`config.mk`:
```
export PLATFORM = sky130hd
export DESIGN_NAME = wb_wbuf_flat
export DESIGN_NICKNAME = d
export VERILOG_FILES = /design/src/rtl/wb_wbuf_if.sv /design/src/rtl/wb_wbuf.sv /design/src/flat_wrapper.sv
export SDC_FILE = /design/constraint.sdc
export NUM_CORES = 1
export LEC_CHECK = 0
export CAP_MARGIN = 20
export CORE_ASPECT_RATIO = 1.75
export CORE_MARGIN = 8
export CORE_UTILIZATION = 40
export CTS_BUF_LIST = sky130_fd_sc_hd__clkbuf_8 sky130_fd_sc_hd__clkbuf_16
export DETAILED_ROUTE_END_ITERATION = 16
export HOLD_SLACK_MARGIN = 0.1
export PLACE_DENSITY_LB_ADDON = 0.05
export SLEW_MARGIN = 20
export SYNTH_ARGS = -nofsm -noshare
export SYNTH_HDL_FRONTEND = slang
export SYNTH_SLANG_ARGS = --single-unit
```
`constraint.sdc`:
```
create_clock -name clk -period 5 [get_ports clk]
set_clock_uncertainty 0.15 [all_clocks]
set_input_delay 0.75 -clock clk [delete_from_list [all_inputs] [get_ports clk]]
set_output_delay 0.75 -clock clk [all_outputs]
set_load 0.03 [all_outputs]
```
`src/rtl/wb_wbuf_if.sv`:
```
// Bus bundle for the posted-write buffer: CPU-side Wishbone slave signals and
// SRAM-controller-side Wishbone master signals.
interface wb_wbuf_if #(
    parameter int unsigned ADR_WIDTH = 32
);
    logic                 s_wb_stb_i;
    logic                 s_wb_cyc_i;
    logic                 s_wb_we_i;
    logic [ADR_WIDTH-1:0] s_wb_adr_i;
    logic [3:0]           s_wb_sel_i;
    logic [31:0]          s_wb_dat_i;
    logic [31:0]          s_wb_dat_o;
    logic                 s_wb_ack_o;

    logic                 m_wb_stb_o;
    logic                 m_wb_cyc_o;
    logic                 m_wb_we_o;
    logic [ADR_WIDTH-1:0] m_wb_adr_o;
    logic [3:0]           m_wb_sel_o;
    logic [31:0]          m_wb_dat_o;
    logic [31:0]          m_wb_dat_i;
    logic                 m_wb_ack_i;

    // Buffer's view: serves the CPU, masters the SRAM controller
    modport slave (
        input  s_wb_stb_i, s_wb_cyc_i, s_wb_we_i, s_wb_adr_i, s_wb_sel_i, s_wb_dat_i,
        output s_wb_dat_o, s_wb_ack_o,
        output m_wb_stb_o, m_wb_cyc_o, m_wb_we_o, m_wb_adr_o, m_wb_sel_o, m_wb_dat_o,
        input  m_wb_dat_i, m_wb_ack_i
    );

    // Environment's view: CPU master plus SRAM-controller slave
    modport master (
        output s_wb_stb_i, s_wb_cyc_i, s_wb_we_i, s_wb_adr_i, s_wb_sel_i, s_wb_dat_i,
        input  s_wb_dat_o, s_wb_ack_o,
        input  m_wb_stb_o, m_wb_cyc_o, m_wb_we_o, m_wb_adr_o, m_wb_sel_o, m_wb_dat_o,
        output m_wb_dat_i, m_wb_ack_i
    );
endinterface

```
`src/rtl/wb_wbuf.sv`:
```
// Posted-write buffer between the CPU Wishbone bus and the SRAM controller.
// Writes are acked immediately and drained in order; reads bypass only when the FIFO is empty.
module wb_wbuf #(
    parameter int unsigned DEPTH     = 4,
    parameter int unsigned ADR_WIDTH = 32
) (
    input  logic      clk,
    input  logic      reset,
    wb_wbuf_if.slave  bus,
    output logic      wbuf_empty,
    output logic      wbuf_full
);
    localparam int unsigned PTR_W = (DEPTH > 1) ? $clog2(DEPTH) : 1;
    localparam int unsigned CNT_W = PTR_W + 1;

    typedef enum logic [1:0] {M_IDLE, M_WRITE, M_READ} m_state_e;

    m_state_e             state_q, state_d;
    logic [PTR_W-1:0]     wr_ptr_q, rd_ptr_q;
    logic [CNT_W-1:0]     count_q, count_d;

    logic [ADR_WIDTH-1:0] fifo_adr [DEPTH];
    logic [3:0]           fifo_sel [DEPTH];
    logic [31:0]          fifo_dat [DEPTH];

    logic                 m_stb_q, m_stb_d;
    logic                 m_we_q, m_we_d;
    logic [ADR_WIDTH-1:0] m_adr_q, m_adr_d;
    logic [3:0]           m_sel_q, m_sel_d;
    logic [31:0]          m_dat_q, m_dat_d;
    logic                 s_ack_q, s_ack_d;
    logic [31:0]          s_dat_q, s_dat_d;
    logic                 rd_abort_q, rd_abort_d;

    logic                 req_valid, push, pop, fifo_full;

    assign req_valid = bus.s_wb_stb_i & bus.s_wb_cyc_i & ~s_ack_q;
    assign fifo_full = (count_q == CNT_W'(DEPTH));
    assign push      = req_valid & bus.s_wb_we_i & ~fifo_full;

    // Next-state and next-output logic for the downstream master
    always_comb begin
        state_d    = state_q;
        m_stb_d    = m_stb_q;
        m_we_d     = m_we_q;
        m_adr_d    = m_adr_q;
        m_sel_d    = m_sel_q;
        m_dat_d    = m_dat_q;
        s_dat_d    = s_dat_q;
        rd_abort_d = rd_abort_q;
        s_ack_d    = push;
        pop        = 1'b0;

        unique case (state_q)
            M_IDLE: begin
                if (count_q != '0) begin
                    state_d = M_WRITE;
                    m_stb_d = 1'b1;
                    m_we_d  = 1'b1;
                    m_adr_d = fifo_adr[rd_ptr_q];
                    m_sel_d = fifo_sel[rd_ptr_q];
                    m_dat_d = fifo_dat[rd_ptr_q];
                end else if (req_valid && !bus.s_wb_we_i) begin
                    state_d    = M_READ;
                    m_stb_d    = 1'b1;
                    m_we_d     = 1'b0;
                    m_adr_d    = bus.s_wb_adr_i;
                    m_sel_d    = bus.s_wb_sel_i;
                    rd_abort_d = 1'b0;
                end
            end
            M_WRITE: begin
                if (bus.m_wb_ack_i) begin
                    pop     = 1'b1;
                    m_stb_d = 1'b0;
                    state_d = M_IDLE;
                end
            end
            M_READ: begin
                // Once the requester abandons the cycle, the returning data is dropped
                rd_abort_d = rd_abort_q | ~bus.s_wb_cyc_i;
                if (bus.m_wb_ack_i) begin
                    m_stb_d = 1'b0;
                    state_d = M_IDLE;
                    if (!rd_abort_q && bus.s_wb_cyc_i && bus.s_wb_stb_i) begin
                        s_dat_d = bus.m_wb_dat_i;
                        s_ack_d = 1'b1;
                    end
                end
            end
            default: state_d = M_IDLE;
        endcase

        count_d = count_q + CNT_W'(push) - CNT_W'(pop);
    end

    // State, pointers and registered outputs
    always_ff @(posedge clk) begin
        if (reset) begin
            state_q    <= M_IDLE;
            wr_ptr_q   <= '0;
            rd_ptr_q   <= '0;
            count_q    <= '0;
            m_stb_q    <= 1'b0;
            m_we_q     <= 1'b0;
            m_adr_q    <= '0;
            m_sel_q    <= '0;
            m_dat_q    <= '0;
            s_ack_q    <= 1'b0;
            s_dat_q    <= '0;
            rd_abort_q <= 1'b0;
            wbuf_empty <= 1'b1;
            wbuf_full  <= 1'b0;
        end else begin
            state_q    <= state_d;
            if (push) wr_ptr_q <= wr_ptr_q + PTR_W'(1);
            if (pop)  rd_ptr_q <= rd_ptr_q + PTR_W'(1);
            count_q    <= count_d;
            m_stb_q    <= m_stb_d;
            m_we_q     <= m_we_d;
            m_adr_q    <= m_adr_d;
            m_sel_q    <= m_sel_d;
            m_dat_q    <= m_dat_d;
            s_ack_q    <= s_ack_d;
            s_dat_q    <= s_dat_d;
            rd_abort_q <= rd_abort_d;
            wbuf_empty <= (count_d == '0);
            wbuf_full  <= (count_d == CNT_W'(DEPTH));
        end
    end

    // Entry storage; contents need no reset since pointers define validity
    always_ff @(posedge clk) begin
        if (push) begin
            fifo_adr[wr_ptr_q] <= bus.s_wb_adr_i;
            fifo_sel[wr_ptr_q] <= bus.s_wb_sel_i;
            fifo_dat[wr_ptr_q] <= bus.s_wb_dat_i;
        end
    end

    assign bus.m_wb_stb_o = m_stb_q;
    assign bus.m_wb_cyc_o = m_stb_q;
    assign bus.m_wb_we_o  = m_we_q;
    assign bus.m_wb_adr_o = m_adr_q;
    assign bus.m_wb_sel_o = m_sel_q;
    assign bus.m_wb_dat_o = m_dat_q;
    assign bus.s_wb_ack_o = s_ack_q;
    assign bus.s_wb_dat_o = s_dat_q;
endmodule

```
`src/flat_wrapper.sv`:
```
// flat-port wrapper written by rule: the top's interface ports become plain ports
module wb_wbuf_flat 
#(
    parameter int unsigned DEPTH     = 4,
    parameter int unsigned ADR_WIDTH = 32
)
  (clk, reset, wbuf_empty, wbuf_full, bus_s_wb_stb_i, bus_s_wb_cyc_i, bus_s_wb_we_i, bus_s_wb_adr_i, bus_s_wb_sel_i, bus_s_wb_dat_i, bus_s_wb_dat_o, bus_s_wb_ack_o, bus_m_wb_stb_o, bus_m_wb_cyc_o, bus_m_wb_we_o, bus_m_wb_adr_o, bus_m_wb_sel_o, bus_m_wb_dat_o, bus_m_wb_dat_i, bus_m_wb_ack_i);
  wb_wbuf_if #(.ADR_WIDTH(ADR_WIDTH)) bus_i ();
  input  logic clk;
  input  logic reset;
  output logic wbuf_empty;
  output logic wbuf_full;
  input wire logic [$bits(bus_i.s_wb_stb_i)-1:0] bus_s_wb_stb_i;
  input wire logic [$bits(bus_i.s_wb_cyc_i)-1:0] bus_s_wb_cyc_i;
  input wire logic [$bits(bus_i.s_wb_we_i)-1:0] bus_s_wb_we_i;
  input wire logic [$bits(bus_i.s_wb_adr_i)-1:0] bus_s_wb_adr_i;
  input wire logic [$bits(bus_i.s_wb_sel_i)-1:0] bus_s_wb_sel_i;
  input wire logic [$bits(bus_i.s_wb_dat_i)-1:0] bus_s_wb_dat_i;
  output wire logic [$bits(bus_i.s_wb_dat_o)-1:0] bus_s_wb_dat_o;
  output wire logic [$bits(bus_i.s_wb_ack_o)-1:0] bus_s_wb_ack_o;
  output wire logic [$bits(bus_i.m_wb_stb_o)-1:0] bus_m_wb_stb_o;
  output wire logic [$bits(bus_i.m_wb_cyc_o)-1:0] bus_m_wb_cyc_o;
  output wire logic [$bits(bus_i.m_wb_we_o)-1:0] bus_m_wb_we_o;
  output wire logic [$bits(bus_i.m_wb_adr_o)-1:0] bus_m_wb_adr_o;
  output wire logic [$bits(bus_i.m_wb_sel_o)-1:0] bus_m_wb_sel_o;
  output wire logic [$bits(bus_i.m_wb_dat_o)-1:0] bus_m_wb_dat_o;
  input wire logic [$bits(bus_i.m_wb_dat_i)-1:0] bus_m_wb_dat_i;
  input wire logic [$bits(bus_i.m_wb_ack_i)-1:0] bus_m_wb_ack_i;
  assign bus_i.s_wb_stb_i = bus_s_wb_stb_i;
  assign bus_i.s_wb_cyc_i = bus_s_wb_cyc_i;
  assign bus_i.s_wb_we_i = bus_s_wb_we_i;
  assign bus_i.s_wb_adr_i = bus_s_wb_adr_i;
  assign bus_i.s_wb_sel_i = bus_s_wb_sel_i;
  assign bus_i.s_wb_dat_i = bus_s_wb_dat_i;
  assign bus_s_wb_dat_o = bus_i.s_wb_dat_o;
  assign bus_s_wb_ack_o = bus_i.s_wb_ack_o;
  assign bus_m_wb_stb_o = bus_i.m_wb_stb_o;
  assign bus_m_wb_cyc_o = bus_i.m_wb_cyc_o;
  assign bus_m_wb_we_o = bus_i.m_wb_we_o;
  assign bus_m_wb_adr_o = bus_i.m_wb_adr_o;
  assign bus_m_wb_sel_o = bus_i.m_wb_sel_o;
  assign bus_m_wb_dat_o = bus_i.m_wb_dat_o;
  assign bus_i.m_wb_dat_i = bus_m_wb_dat_i;
  assign bus_i.m_wb_ack_i = bus_m_wb_ack_i;
  wb_wbuf #(.DEPTH(DEPTH), .ADR_WIDTH(ADR_WIDTH)) u_core (.clk(clk), .reset(reset), .bus(bus_i), .wbuf_empty(wbuf_empty), .wbuf_full(wbuf_full));
endmodule
```
# Word level (Yosys, flattened, before mapping)
# Memories as Yosys holds them, arrays and structs flattened. A register that Yosys moved wholly into a read port is not among the register bits.
# Cells that the tools add are included.
word_totals:
  ramBits: 272
  in_bits: 106
  n_memories: 3
  ff_bits: 83
  out_inout_bits: 106
  word_cells: 81
mem_list:
  columns: ["memory", "words", "word_bits", "read_ports", "rd_ports_with_merged_regs", "write_ports", "line", "text"]
  rows:
  - ["u_core.fifo_adr", 4, 32, 1, 1, 1, "wb_wbuf.sv:22", "logic [ADR_WIDTH-1:0] fifo_adr [DEPTH];"]
  - ["u_core.fifo_dat", 4, 32, 1, 1, 1, "wb_wbuf.sv:24", "logic [31:0] fifo_dat [DEPTH];"]
  - ["u_core.fifo_sel", 4, 4, 1, 1, 1, "wb_wbuf.sv:23", "logic [3:0] fifo_sel [DEPTH];"]
classes:
  mux: 27
  n_addsub: 4
  n_reduce_logical: 18
  n_eq_ne: 8
  n_bitwise: 8
ops:
  columns: ["operator", "count"]
  rows:
  - ["$mux 32", 2]
  - ["$mux 2", 7]
  - ["$mux 1", 13]
  - ["$reduce_and 3->1", 3]
  - ["$mux 4", 2]
  - ["$eq 3x3->1 const B", 2]
  - ["$reduce_and 2->1", 3]
  - ["$reduce_bool 2->1", 3]
  - ["$add 2x1->2 const B", 2]
  - ["$and 1x1->1", 4]
  - ["$ne 2x1->1 const B", 2]
  - ["$pmux 1 s2", 2]
  - ["$pmux 2 s2", 1]
  - ["$add 3x1->3", 1]
  - ["$logic_and 1x1->1", 3]
  - ["$logic_not 3->1", 1]
  - ["$ne 3x1->1 const B", 1]
  - ["$not 1->1", 3]
  - ["$reduce_bool 3->1", 1]
  - ["$sub 3x1->3", 1]
  - ["$eq 2x1->1 const B", 1]
  - ["$eq 2x2->1 const B", 1]
  - ["$logic_not 1->1", 2]
  - ["$logic_not 2->1", 1]
  - ["other kinds (3)", 3]

# Logic depth before layout (Yosys ltp)
# Gate-level depths: netlist of the first run.
logic_depth:
  depth_word: 7
  ltp_mapped: 12
  mapped_depth_nobuf: 12

# Least setup slack after synthesis of the first run
# OpenSTA, ideal clock, no wires.
synth_path:
  path_type: "input to register"
  start: "in bus_s_wb_stb_i"
  end: "mem u_core.fifo_adr[0][0] (enable)"
  setup_slack_ns: 1.375
  setup_ns: 0.433
  required_ns: 4.417
  path_stages: 3
  arrival_ns: 3.041
  path_cell_list: "nand2_1 -> a2111oi_4 -> and2_1"
synth_between:
  elab_chain_len: 6
synth_rtl:
  columns: ["item", "line", "text"]
  rows:
  - ["start, declared", "flat_wrapper.sv:13", "input wire logic [$bits(bus_i.s_wb_stb_i)-1:0] bus_s_wb_stb_i;"]
  - ["$and 1x1->1 (2 in series)", "wb_wbuf.sv:37", "assign req_valid = bus.s_wb_stb_i & bus.s_wb_cyc_i & ~s_ack_q;"]
  - ["$and 1x1->1 (2 in series)", "wb_wbuf.sv:39", "assign push = req_valid & bus.s_wb_we_i & ~fifo_full;"]
  - ["named net u_core.push", "wb_wbuf.sv:35", "logic req_valid, push, pop, fifo_full;"]
  - ["$mux 1", "wb_wbuf.sv:134", "if (push) begin"]
  - ["$mux 1 (not written as such)", "wb_wbuf.sv:135", "fifo_adr[wr_ptr_q] <= bus.s_wb_adr_i;"]
  - ["end, declared", "wb_wbuf.sv:22", null]
# The timed path passes the listed nets, and every way through them passes these cells.

# Worst setup path after layout of the first run
layout_path:
  start: "in bus_s_wb_cyc_i"
  end: "reg u_core.wbuf_empty"
layout_between:
  elab_chain_len: 7
layout_rtl:
  columns: ["item", "line", "text"]
  rows:
  - ["start, declared", "flat_wrapper.sv:14", "input wire logic [$bits(bus_i.s_wb_cyc_i)-1:0] bus_s_wb_cyc_i;"]
  - ["$and 1x1->1 (2 in series)", "wb_wbuf.sv:37", null]
  - ["$and 1x1->1 (2 in series)", "wb_wbuf.sv:39", null]
  - ["named net u_core.push", "wb_wbuf.sv:35", null]
  - ["$add 3x1->3", "wb_wbuf.sv:94", "count_d = count_q + CNT_W'(push) - CNT_W'(pop);"]
  - ["$sub 3x1->3", "wb_wbuf.sv:94", null]
  - ["$logic_not 3->1", "wb_wbuf.sv:127", "wbuf_empty <= (count_d == '0);"]
  - ["end signal, assigned", "wb_wbuf.sv:127", null]
  - ["end, declared", "wb_wbuf.sv:10", "output logic wbuf_empty,"]
# The timed path passes the listed nets, and every way through them passes these cells.
# A chain may end at the register's enable or synchronous reset.

==> results of run 1 <==
## final cells by class
class / instances / area, sq um
diodes: 1 / 2.502
clock buffers: 42 / 1028
clock inverters: 26 / 191.4
fillers: 2995 / 17520
inverters: 12 / 45.04
multi-input cells: 469 / 3643
flip-flops and latches: 389 / 10520
well taps: 470 / 588.1
repair buffers: 225 / 2262
## registers in the layout, indices dropped and copies added (netlist names), named ones only
name and count:
u_core.bus.m_wb_adr_o 32, u_core.bus.m_wb_cyc_o 1, u_core.bus.m_wb_dat_o 32, u_core.bus.m_wb_sel_o 4, u_core.bus.m_wb_we_o 1, u_core.bus.s_wb_ack_o 1
u_core.bus.s_wb_dat_o 32, u_core.count_q 3, u_core.fifo_adr 128, u_core.fifo_dat 128, u_core.fifo_sel 16, u_core.rd_abort_q 1
u_core.rd_ptr_q 2, u_core.state_q 2, u_core.wbuf_empty 1, u_core.wbuf_full 1, u_core.wr_ptr_q 2
## worst min-delay path, cell delays in order, from the launching register on
cell     delay (ps)
dfxtp_1         310
nand2_1          50
a21oi_1          50
## metrics by stage
step | hold WS [ps] | setup WS [ps] | util, % | instances
2_1_floorplan | 363.6 | 1375 | - | 929
4_1_cts | 306.1 | 1833 | 51.05 | 1633
3_3_place_gp | 291.5 | 1399 | 47.63 | 1565
3_5_place_dp | 296.5 | 1328 | 47.64 | 1565
6_report | 302.4 | 1842 | 51.06 | 1634
5_1_grt | 316.5 | 1613 | 51.05 | 1633
## power by group
part,switching [W],total (W),internal [W]
clock network,0.00118,0.00280,0.00163
registers,0.000207,0.00393,0.00373
logic,0.00142,0.00232,0.000902
## cells in the mapped netlist, drive strengths merged (4+ instances only)
| cell | instances | share of area [%] |
|---|---|---|
| dfxtp | 117 | 16 |
| edfxtp | 272 | 56 |
| clkbuf | 35 | 0.91 |
| nor2 | 12 | 0.31 |
| ha | 10 | 0.87 |
| and2 | 6 | 0.26 |
| inv | 12 | 0.31 |
| mux4 | 68 | 11 |
| nand2b | 4 | 0.17 |
| o21ai | 28 | 0.97 |
| o221ai | 11 | 1.1 |
| a31oi | 36 | 1.6 |
| buf | 24 | 1.1 |
| a21oi | 69 | 2.4 |
| nand2 | 202 | 5.3 |
## routing by layer
layer	up-vias	global-route usage (%)
met2	181	30.95
met4	2	4.940
met3	50	3.031
met1	4136	18.01
li1	3880	-
met5	-	0
## final timing paths
check,start,endpoint,slack (ps),cells after the start
max,bus_s_wb_cyc_i,u_core.wbuf_empty,1840,10
min,u_core.bus.s_wb_dat_o[20],u_core.bus.s_wb_dat_o[20],300,2
max reg2reg,u_core.count_q[2],u_core.bus.m_wb_adr_o[19],1880,5
min reg2reg,u_core.bus.s_wb_dat_o[20],u_core.bus.s_wb_dat_o[20],300,2
## cells in the final DEF (no fill, tap or decap), types with 5 or more instances in the layout
master / instances
clkbuf_16: 40
clkinv_2: 5
inv_1: 27
a31oi_1: 36
o21ai_0: 15
nor2_1: 11
o221ai_2: 10
o21ai_1: 13
ha_1: 10
buf_4: 10
edfxtp_1: 272
nand2_1: 201
clkdlybuf4s50_1: 210
dfxtp_1: 113
mux4_2: 68
a21oi_1: 69
## cells by family after synthesis
kind of cell | count (synthesis)
muxes | 70
AOI/OAI and AO/OA | 148
adders and majority gates | 11
buffers and inverters | 71
and+or+nand+nor | 236
xor gates and xnor gates | 4
DFF | 389
==> results.md, run 1 <==
Outcome:
- The run finished with clean final reports.

Clocking:
- The maximum clock path buffer count is 3.
- The clock sink count is 389.
- The number of buffers created by CTS is 37.
- TritonCTS built the clock tree.
- The clock latency of the later-clocked register in the worst-skew pair is 530 ps.
- Post-CTS repair changed the size of 0 cells.
- Once the clock tree was built, the setup fixing pass inserted 0 buffers.
- The hold-fix buffer count after cts is 0.
- The cell at the root of the clock tree is clkbuf_16.
- After clock tree synthesis, the clock-pin slew on the worst setup and hold paths is 60 ps.
- In this run the number of H-tree levels came out at 2.

Synth:
- The most used flip-flop cell after synthesis is edfxtp_1.
- After synthesis, the largest family of logic cells by area is multiplexers.
- The number of distinct library cells after synthesis is 37.
- Each instance of the synthesized netlist takes up on average 15.56 sq um.
- The Yosys step of the flow raised 0 warnings.
- The netlist area before placement is 14,460 sq um.
- The number of nets handed over by synthesis was 1,046.
- The multiplexer share of the synthesized area is 10.73%.
- The area fraction in compound gates after synthesis is 6.361%.
- In the synthesized netlist, the number of instances is 929.
- The number of enable-type register cells in the synthesized netlist is 272.
- The post-synthesis share of cell area spent on xor and xnor gates is 0.2423%.
- The arithmetic-cell share of the synthesized area counting full adders, half adders and majority gates is 1.004%.
- The synthesized-area fraction occupied by and/or/nand/nor cells is 6.647%.
- The sequential element share of the synthesized area is 72.70%.
- The share of flip-flops with an asynchronous set or reset after synthesis is 0%.
- The register bit total from synthesis is 389.

Global routing:
- For this run, the total global-route usage over all layers was measured as 16.28%.
- Entering global routing, the biggest net connects 68 pins.
- The via count of the first global-routing pass is 8,751.
- The number of antenna violations at the first check in global routing is 2.
- The first global-routing pass estimated 53,450 um of wire.
- The total grt overflow is 0.

Floorplan:
- The chip height is 267.5 um.
- The floorplan has 92 rows.
- The floorplan core area is 35,800 sq um.
- The die covers 42,720 sq um.
- 212 I/O pins were placed.
- The floorplan step set the die width to 159.7 um.
- The initial utilization of the core area, before any placement, comes to 40.38%.

Route:
- In the routed design, unresolved DRC markers number 0.
- In the detailed route, the total length drawn on met3 is 1434 um.
- For this block, the via count after detailed routing is 8,249.
- The highest signal layer in the routed design is met5.
- The number of search-and-repair iterations in the first detailed-routing pass is 5.
- The number of vias per cell is 5.048.
- Dividing the detail-routed wire length by the instance count gives 21.50 um.
- The final layout contains routed wiring with a total length of 35,140 um.
- The sum of met2 wire segment lengths after detailed routing is 19,470 um.
- Once detail routing completed, the nets flagged for antenna violations numbered 0.
- The wire length on met1 is 13,450 um.
- After the first detailed-routing iteration, the DRC count stood at 381.

Final layout:
- The finished layout cell area is 18,280 sq um.
- In the final layout, the share of cells above drive strength 1 is 13.93%.
- The synthesis-to-layout area growth is 26.44%.
- The net total in the final layout is 1,251.

Critical path:
- The critical path required time is 5250 ps.
- The worst setup path category is in -> reg.
- The critical-path cell with the highest stage delay is a2111oi_4.
- The longest individual stage delay on the worst path is 680 ps.
- Together, buffers and inverters on the worst path number 2.
- The element type at the critical path end is a flip-flop.
- The data arrival at the endpoint of the critical path is 3410 ps.
- The cell family contributing the most delay on the critical path is compound AO/OA/AOI/OAI gates.
- Traced cell by cell, the critical path runs through clkdlybuf4s50_1 > nand2_1 > a2111oi_4 > ha_1 > inv_1 > fa_1 > xor2_1 > nor2_1 > nor3b_1 > a21oi_1.
- Of all nets on the critical path, the largest fanout is 8.
- The type of origin of the critical path is an input port.

STA:
- The headroom to the max-slew limit is 29.03%.
- At the pin with the least slew margin, the transition time is 1065 ps.
- The final critical-path required period is 3158 ps.
- The final number of max-transition violations is 0.
- The setup TNS after final layout is 0 ps.
- The peak clock frequency supported by timing is 316.6 MHz.
- The setup violation total in the final timing report is 0.
- Setup repair after global routing left no endpoint under its margin.
- The hold violation total from the final report is 0.
- The final critical-path share of the clock period is 63.17%.

Placement:
- The placed wire-length estimate is 22,700 um.
- The congestion estimate from routability-driven global placement came to 0.7348.
- After detailed placement, the total cell area comes to 17,060 sq um.
- The count of input and output buffers is 211.

Power:
- The standby leakage power is 5.956 nW.
- The worst voltage drop across the vdd grid is 302.5 uV.
- Total power for the finished layout comes to 0.009060 W.
- Dividing total power by cell area gives a power density of 495.7 nW/um^2.

Hold path:
- The class of the most critical hold timing path is reg -> reg.

Run:
- Max-cap violations in this run came to 0.
Power figures use the tool's default switching activity.
==> run 2, diff against run 1 <==
==> constraint.sdc (replaced) <==
create_clock -name clk -period 3.1 [get_ports clk]
set_clock_uncertainty 0.15 [all_clocks]
set_input_delay 0.465 -clock clk [delete_from_list [all_inputs] [get_ports clk]]
set_output_delay 0.465 -clock clk [all_outputs]
set_load 0.03 [all_outputs]
==> run 2 against run 1 <==
  * Sequential power increased by 61%
  * Setup slack got worse by 1300 ps
  * Die area unchanged
  * Clock-buffer cell count increased by 3
  * Power increased by 62%
  * Critical endpoint unchanged
  * Largest power group unchanged
  * Highest routed layer unchanged
==> results.md, run 2 (synthesized netlist as in run 1, its figures left out) <==
Critical path:
- The worst setup path is captured at a flip-flop.
- The critical path goes through inv_1 > ha_1 > and2_1 > ha_1 > inv_1 > ha_1 > inv_1 > fa_1 > xor2_1 > nor2_1 > nor3b_1 > a21oi_1.
- The buffering stage count on the worst path with inverters included is 3.
- The cell family contributing the most delay on the critical path is adder cells.
- The critical path is of the reg -> reg type.
- For this run, the slowest stage of the critical path takes 390 ps.
- The maximum fanout encountered on the critical timing path is 4.
- The data arrival at the endpoint of the critical path is 2830 ps.
- The slowest stage of the critical path belongs to the cell fa_1.
- The critical path required time is 3330 ps.
- The type of origin of the critical path is a flip-flop.

Floorplan:
- The floorplan core area is 35,800 sq um.
- The die covers 42,720 sq um.
- From bottom edge to top edge, the die measures 267.5 um.
- For this configuration, the core starts out at a cell density of 40.38%.
- The overall die width is 159.7 um.
- The standard-cell row count is 92.
- 212 I/O pins were placed.

Clocking:
- The number of clock buffers added by TritonCTS is 37.
- The clock passes through at most 3 buffers.
- Buffers added to address setup during post-CTS repair amount to 0.
- The count of H-tree levels built during CTS is 2.
- The post-cts resize count is 0.
- Clock-pin slew was measured on the worst setup and hold paths at 70 ps.
- The later pin in the worst-skew pair is clocked with a latency of 530 ps.
- The cell at the root of the clock tree is clkbuf_16.
- The TritonCTS clock tree is done.
- The clock sink count is 389.
- The hold-fix buffer count after cts is 0.

STA:
- Hold timing on the final database bottoms out at a slack of 302.2 ps.
- The final critical-path share of the clock period is 83.69%.
- The actual slew at the worst max-slew pin is 965.1 ps.
- Headroom to the max-slew limit came out at 35.66%.
- Based on the critical path, the design can be clocked at up to 385.4 MHz.
- After layout, the minimum clock period comes to 2594 ps.
- The final number of max-transition violations is 0.
- Setup repair after global routing left no endpoint under its margin.
- The setup violation total in the final timing report is 0.
- After routing, the total negative slack on setup checks comes to 0 ps.
- The hold violation total from the final report is 0.

Route:
- The routed design has 35,560 um of wire.
- In the routed layout, each cell is associated on average with a via count of 5.036.
- The via count is 8,365.
- The number of search-and-repair iterations in the first detailed-routing pass is 5.
- The average wire per cell in the routed design is 21.41 um.
- The DRC violations left is 0.
- The violation count after the first detailed-route iteration is 390.
- The residual antenna-violating net count after detailed routing is 0.

Final layout:
- The ratio of cells with drive above 1 in the final layout is 15.98%.
- In the layout the commonest cells are edfxtp_1, clkdlybuf4s50_1, nand2_1, dfxtp_1, a21oi_1.
- The filler cells instantiated in the layout total 2,990.
- In the final layout, the registers with the most flip-flops are u_core.fifo_adr: 128 flops, u_core.fifo_dat: 128 flops.
- Leaving out fill and tap cells, the most frequent cell in the layout is edfxtp_1.
- Excluding fillers, the count of instances in the completed layout stands at 1,661.
- Compared with the post-synthesis result, the final layout area differs by 28.57%.
- The net total in the final layout is 1,277.
- The share of the core filled with cells is 51.92%.

Global routing:
- The via count of the first global-routing pass is 9,057.
- The number of antenna violations at the first check in global routing is 3.
- Entering global routing, the biggest net connects 79 pins.
- Summed over all layers, the global routing overflow is 0.
- The first global-routing pass estimated 54,250 um of wire.
- The global-route usage over all layers is 16.53%.

Power:
- The power density over the cells is 790.1 nW/um^2.
- IR analysis of the VDD net gives a maximum drop of 506.5 uV.
- The standby leakage power is 6.094 nW.

Placement:
- Detailed placement finished with a half-perimeter wire length of 23,700 um.
- Port buffering added 211 buffers.
- Routability-driven placement finished with a final weighted congestion of 0.7565.
- Including well taps, the total number of placed cells is 1,591.

Hold path:
- The worst hold path belongs to the class reg -> reg.

Run:
- Across the run, the number of max-cap violations was 0.

Outcome:
- The run finished with clean final reports.
run 2: changes by cell type in the layout (fill, tap and decap cells not counted), moves of 2 or more:
cell	before	now
buf_4	10	25
buf_12	4	15
clkbuf_8	2	6
inv_1	27	23
clkinvlp_4	1	4
bufinv_16	3	1
run 2: through the flow:
step                      worst slack [ps]  cell area (sq um)  total power [W]
after floorplan                      484.0              14460         0.008804
after global placement               159.4              17390          0.01049
after detailed placement             96.68              17390          0.01050
after CTS                            497.2              18580          0.01495
after global routing                 261.6              18590          0.01537
final                                505.5              18590          0.01469
run 2: final timing paths:
check                           slack (ps)  cells after the start                         to                       from
worst min-delay path                   300                      2  u_core.bus.s_wb_dat_o[16]  u_core.bus.s_wb_dat_o[16]
worst max-delay path                   510                     12          u_core.wbuf_empty          u_core.state_q[1]
worst min register to register         300                      2  u_core.bus.s_wb_dat_o[16]  u_core.bus.s_wb_dat_o[16]
worst max register to register         510                     12          u_core.wbuf_empty          u_core.state_q[1]
run 2: routing by layer:
metal / vias to the layer above / share of wire (%) / global-route usage (%)
met1: 4193 / 37 / 17.62
li1: 3947 / - / -
met3: 50 / 4.7 / 3.646
met5: - / 0.037 / 0
met2: 173 / 55 / 31.39
met4: 2 / 2.5 / 5.836
run 2: worst register-to-register path: stages, from the launching register on:
cell	delay (ps)
dfxtp_1	380
inv_1	80
ha_1	180
and2_1	180
ha_1	290
inv_1	60
ha_1	130
inv_1	50
fa_1	390
xor2_1	190
nor2_1	80
nor3b_1	260
a21oi_1	60
run 2: final cells by class:
cell class / count / area (sq um) / share of cell area, %
Clock inverter: 23 / 137.6 / 0.7405
Antenna cell: 2 / 5.005 / 0.02693
Tap cell: 470 / 588.1 / 3.164
Multi-Input combinational cell: 469 / 3642 / 19.60
Clock buffer: 45 / 1059 / 5.695
Sequential cell: 389 / 10520 / 56.57
Timing Repair Buffer: 251 / 2595 / 13.96
Inverter: 12 / 45.04 / 0.2423
run 2: power by group:
part	internal, W	leakage, nW	switching, W
logic	0.00160	2.06	0.00238
clock network	0.00251	0.620	0.00189
registers	0.00601	3.41	0.000301
==> run 3, diff against run 2 <==
==> constraint.sdc (replaced) <==
create_clock -name clk -period 2.1 [get_ports clk]
set_clock_uncertainty 0.15 [all_clocks]
set_input_delay 0.315 -clock clk [delete_from_list [all_inputs] [get_ports clk]]
set_output_delay 0.315 -clock clk [all_outputs]
set_load 0.03 [all_outputs]
==> run 3 against run 2 <==
  * The run now ends with negative setup slack left
  * Fmax rose by 16%
  * Die area did not move
  * First-iteration DRC count rose by 25%
  * Setup slack got worse by 640 ps
  * Worst hold slack got worse by 140 ps
  * Register-to-register slack got worse by 640 ps
  * Cell count rose by 0.90%
  * Combinational power rose by 54%
  * Critical endpoint unchanged
==> results.md, run 3 (synthesized netlist as in run 1, its figures left out) <==
Outcome:
- The run finished, with violations left.
- The final reports fail on negative setup slack.

Power:
- Net switching is 31.04% of the power.
- Combinational cells account for 28.1% of the total power.
- The net switching power of the design is 0.006740 W.
- The clock network burns 29.3% of the power.
- The cell-internal power is 0.01497 W.
- Summed over all cells, the static leakage comes to 6.343 nW.
- Registers are responsible for 42.5% of the overall power.
- The worst voltage drop across the vdd grid is 878.2 uV.
- For this design the ratio of total power to cell area is 1145 nW/um^2.

STA:
- The headroom to the max-slew limit is 69.45%.
- Setup repair after global routing could not meet its margin everywhere.
- The actual slew at the worst max-slew pin is 458.2 ps.
- The final number of max-transition violations is 0.
- The setup violation total in the final timing report is 3.
- Setup slack on the critical path of the routed design comes to -132.6 ps.
- Subtracting the final worst setup slack from the clock period gives 2233 ps.
- The hold violation total from the final report came to 0.
- Of the available clock period, the critical path in the final layout requires 106.3%.
- Timing would allow up to 447.9 MHz.

Route:
- The violation count after the first detailed-route iteration is 488.
- Detailed routing inserted a total of 8,391 vias.
- In this run the remaining antenna-violating nets after routing total 0.
- After detailed routing, the number of remaining DRC violations is 0.
- The number of vias per cell is 5.007.
- The average wire per cell in the routed design is 20.92 um.
- After detailed routing, the total wire length is 35,070 um.
- The number of search-and-repair iterations in the first detailed-routing pass is 4.

Global routing:
- The via count of the first global-routing pass is 8,854.
- The total grt overflow is 0.
- For this run, the total global-route usage over all layers was measured as 16.31%.
- Entering global routing, the biggest net connects 79 pins.
- The number of antenna violations at the first check in global routing is 3.
- The global-route wire length before repair is 53,940 um.

Floorplan:
- In this run the horizontal extent of the chip is 159.7 um.
- The standard-cell row count is 92.
- The core region is 35,800 sq um.
- In this run the count of I/O pins placed on the die edge is 212.
- Measured along the y axis, the die boundary spans 267.5 um.
- The overall die area is 42,720 sq um.
- The initial core utilization is 40.38%.

Critical path:
- The type of origin of the critical path is a flip-flop.
- The reg-to-reg critical path endpoint is u_core.wbuf_empty.
- The worst register-to-register path begins at u_core.state_q[1].
- At the worst endpoint, the required time is 2340 ps.
- The element type at the critical path end is a flip-flop.
- Along the worst path, the maximum fanout reaches 2.
- Counting cells, the worst reg-to-reg path comes to 12.
- The worst setup path category is reg -> reg.
- The data arrival at the endpoint of the critical path is 2470 ps.
- The most critical setup path has its endpoint at u_core.wbuf_empty.
- The origin of the worst setup path is u_core.state_q[1].
- Across all register-to-register paths, the minimum setup slack is -130 ps.

Placement:
- The setup slack at placement is -594.2 ps.
- Once placement finished, the instance area stood at 17,700 sq um.
- The final estimated routing congestion in global placement is 0.7355.
- The placed wire-length estimate is 23,120 um.
- Buffers placed on the I/O ports in this run total 211.

Final layout:
- With fillers left out, the area of the finished cells amounts to 18,960 sq um.
- Cells fill 52.96% of the core in the end.
- The most common cell after layout, fill and taps aside is edfxtp_1.
- The largest registers in the layout are u_core.fifo_adr: 128 flops, u_core.fifo_dat: 128 flops.
- In the final layout, the share of cells above drive strength 1 is 18.36%.
- The net total in the final layout is 1,292.
- Counting the fill cells in the layout gives 2,992.
- The synthesis-to-layout area growth is 31.14%.
- Leaving out fill and tap cells, the most frequent cells in the layout are edfxtp_1, nand2_1, clkdlybuf4s50_1, dfxtp_1, a21oi_1.

Run:
- The number of max-cap violations is 0.

Clocking:
- Clock-pin slew was measured on the worst setup and hold paths at 60 ps.
- The clock latency of the later-clocked register in the worst-skew pair is 520 ps.
- TritonCTS built the clock tree.
- The count of H-tree levels built during CTS is 2.
- The cell at the root of the clock tree is clkbuf_16.
- The clock sink count is 389.
- For this design, the CTS-stage hold fixing added 0 buffers.
- The maximum clock path buffer count is 3.
- The number of clock buffers added by TritonCTS is 38.

Hold path:
- The class of the most critical hold timing path is in -> reg.
-- run 3: changes by cell type in the layout (fill, tap and decap cells not counted), moves of 3 or more --
cell	change
ha_4	+3
dlymetal6s2s_1	+3
dlygate4sd2_1	+9
buf_12	+16
dfxtp_1	-6
dfxtp_2	+5
clkinvlp_4	-4
inv_2	+3
ha_1	-4
inv_1	+4
clkdlybuf4s50_1	-12
-- run 3: repair_timing --
action | in CTS | in global routing
resized for setup | 16 | 9
pin swaps | 6 | 1
setup buffers | 2 | 1
gates cloned | 0 | 0
setup endpoints to repair | 12 | 20
-- run 3: worst min path at each step --
| stage | startpoint | end | cells after the start |
|---|---|---|---|
| 2_1_floorplan | bus_s_wb_adr_i[0] | u_core.fifo_adr[0][0] | 0 |
| 3_3_place_gp | u_core.bus.s_wb_dat_o[5] | u_core.bus.s_wb_dat_o[5] | 2 |
| 3_5_place_dp | u_core.bus.s_wb_dat_o[30] | u_core.bus.s_wb_dat_o[30] | 2 |
| 4_1_cts | reset | u_core.count_q[1] | 3 |
| 5_1_grt | bus_m_wb_dat_i[30] | u_core.bus.s_wb_dat_o[30] | 3 |
| 6_report | reset | u_core.wr_ptr_q[1] | 3 |
-- run 3: layout make-up --
class / count / area (sq um) / share of cell area [%]
antenna: 2 / 5.005 / 0.02640
tap: 470 / 588.1 / 3.102
multi-input combinational: 469 / 3730 / 19.67
inverter: 12 / 45.04 / 0.2376
clock buffer: 46 / 1072 / 5.656
timing repair buffer: 265 / 2897 / 15.28
clock inverter: 23 / 96.34 / 0.5082
sequential: 389 / 10530 / 55.52
-- run 3: through the flow --
| step | cells | hold WS (ps) | setup TNS (ps) | total power, W |
|---|---|---|---|---|
| final | 1676 | 158.4 | -262.1 | 0.02171 |
| after global routing | 1674 | 167.4 | -527.0 | 0.02283 |
| after CTS | 1673 | 143.2 | -177.9 | 0.02206 |
| after detailed placement | 1602 | 295.8 | -101510 | 0.01562 |
| after global placement | 1602 | 290.2 | -103500 | 0.01558 |
| after floorplan | 929 | 263.9 | -453.8 | 0.01303 |
-- run 3: critical path, cell delays in order (launching register included) --
cell	delay (ps)
dfxtp_2	330
inv_2	50
ha_4	140
and2_4	140
ha_4	210
inv_2	60
ha_4	120
inv_2	30
fa_2	360
xor2_2	160
nand2_1	90
nor3b_4	200
a21oi_1	50
-- run 3: routing by layer --
metal | global-route usage, % | vias to the layer above | routed length, um
met3 | 3.077 | 52 | 1196
li1 | - | 3980 | -
met2 | 30.56 | 147 | 19550
met1 | 18.05 | 4208 | 13390
met5 | 0 | - | 27
met4 | 5.887 | 4 | 900
-- run 3: power groups by stage --
stage	clock network, W	registers (W)	logic, W
3_3_place_gp	0	0.00940	0.00618
4_1_cts	0.00658	0.00925	0.00623
2_1_floorplan	0	0.0103	0.00271
5_1_grt	0.00689	0.00931	0.00663
3_5_place_dp	0	0.00940	0.00621
6_report	0.00637	0.00924	0.00611
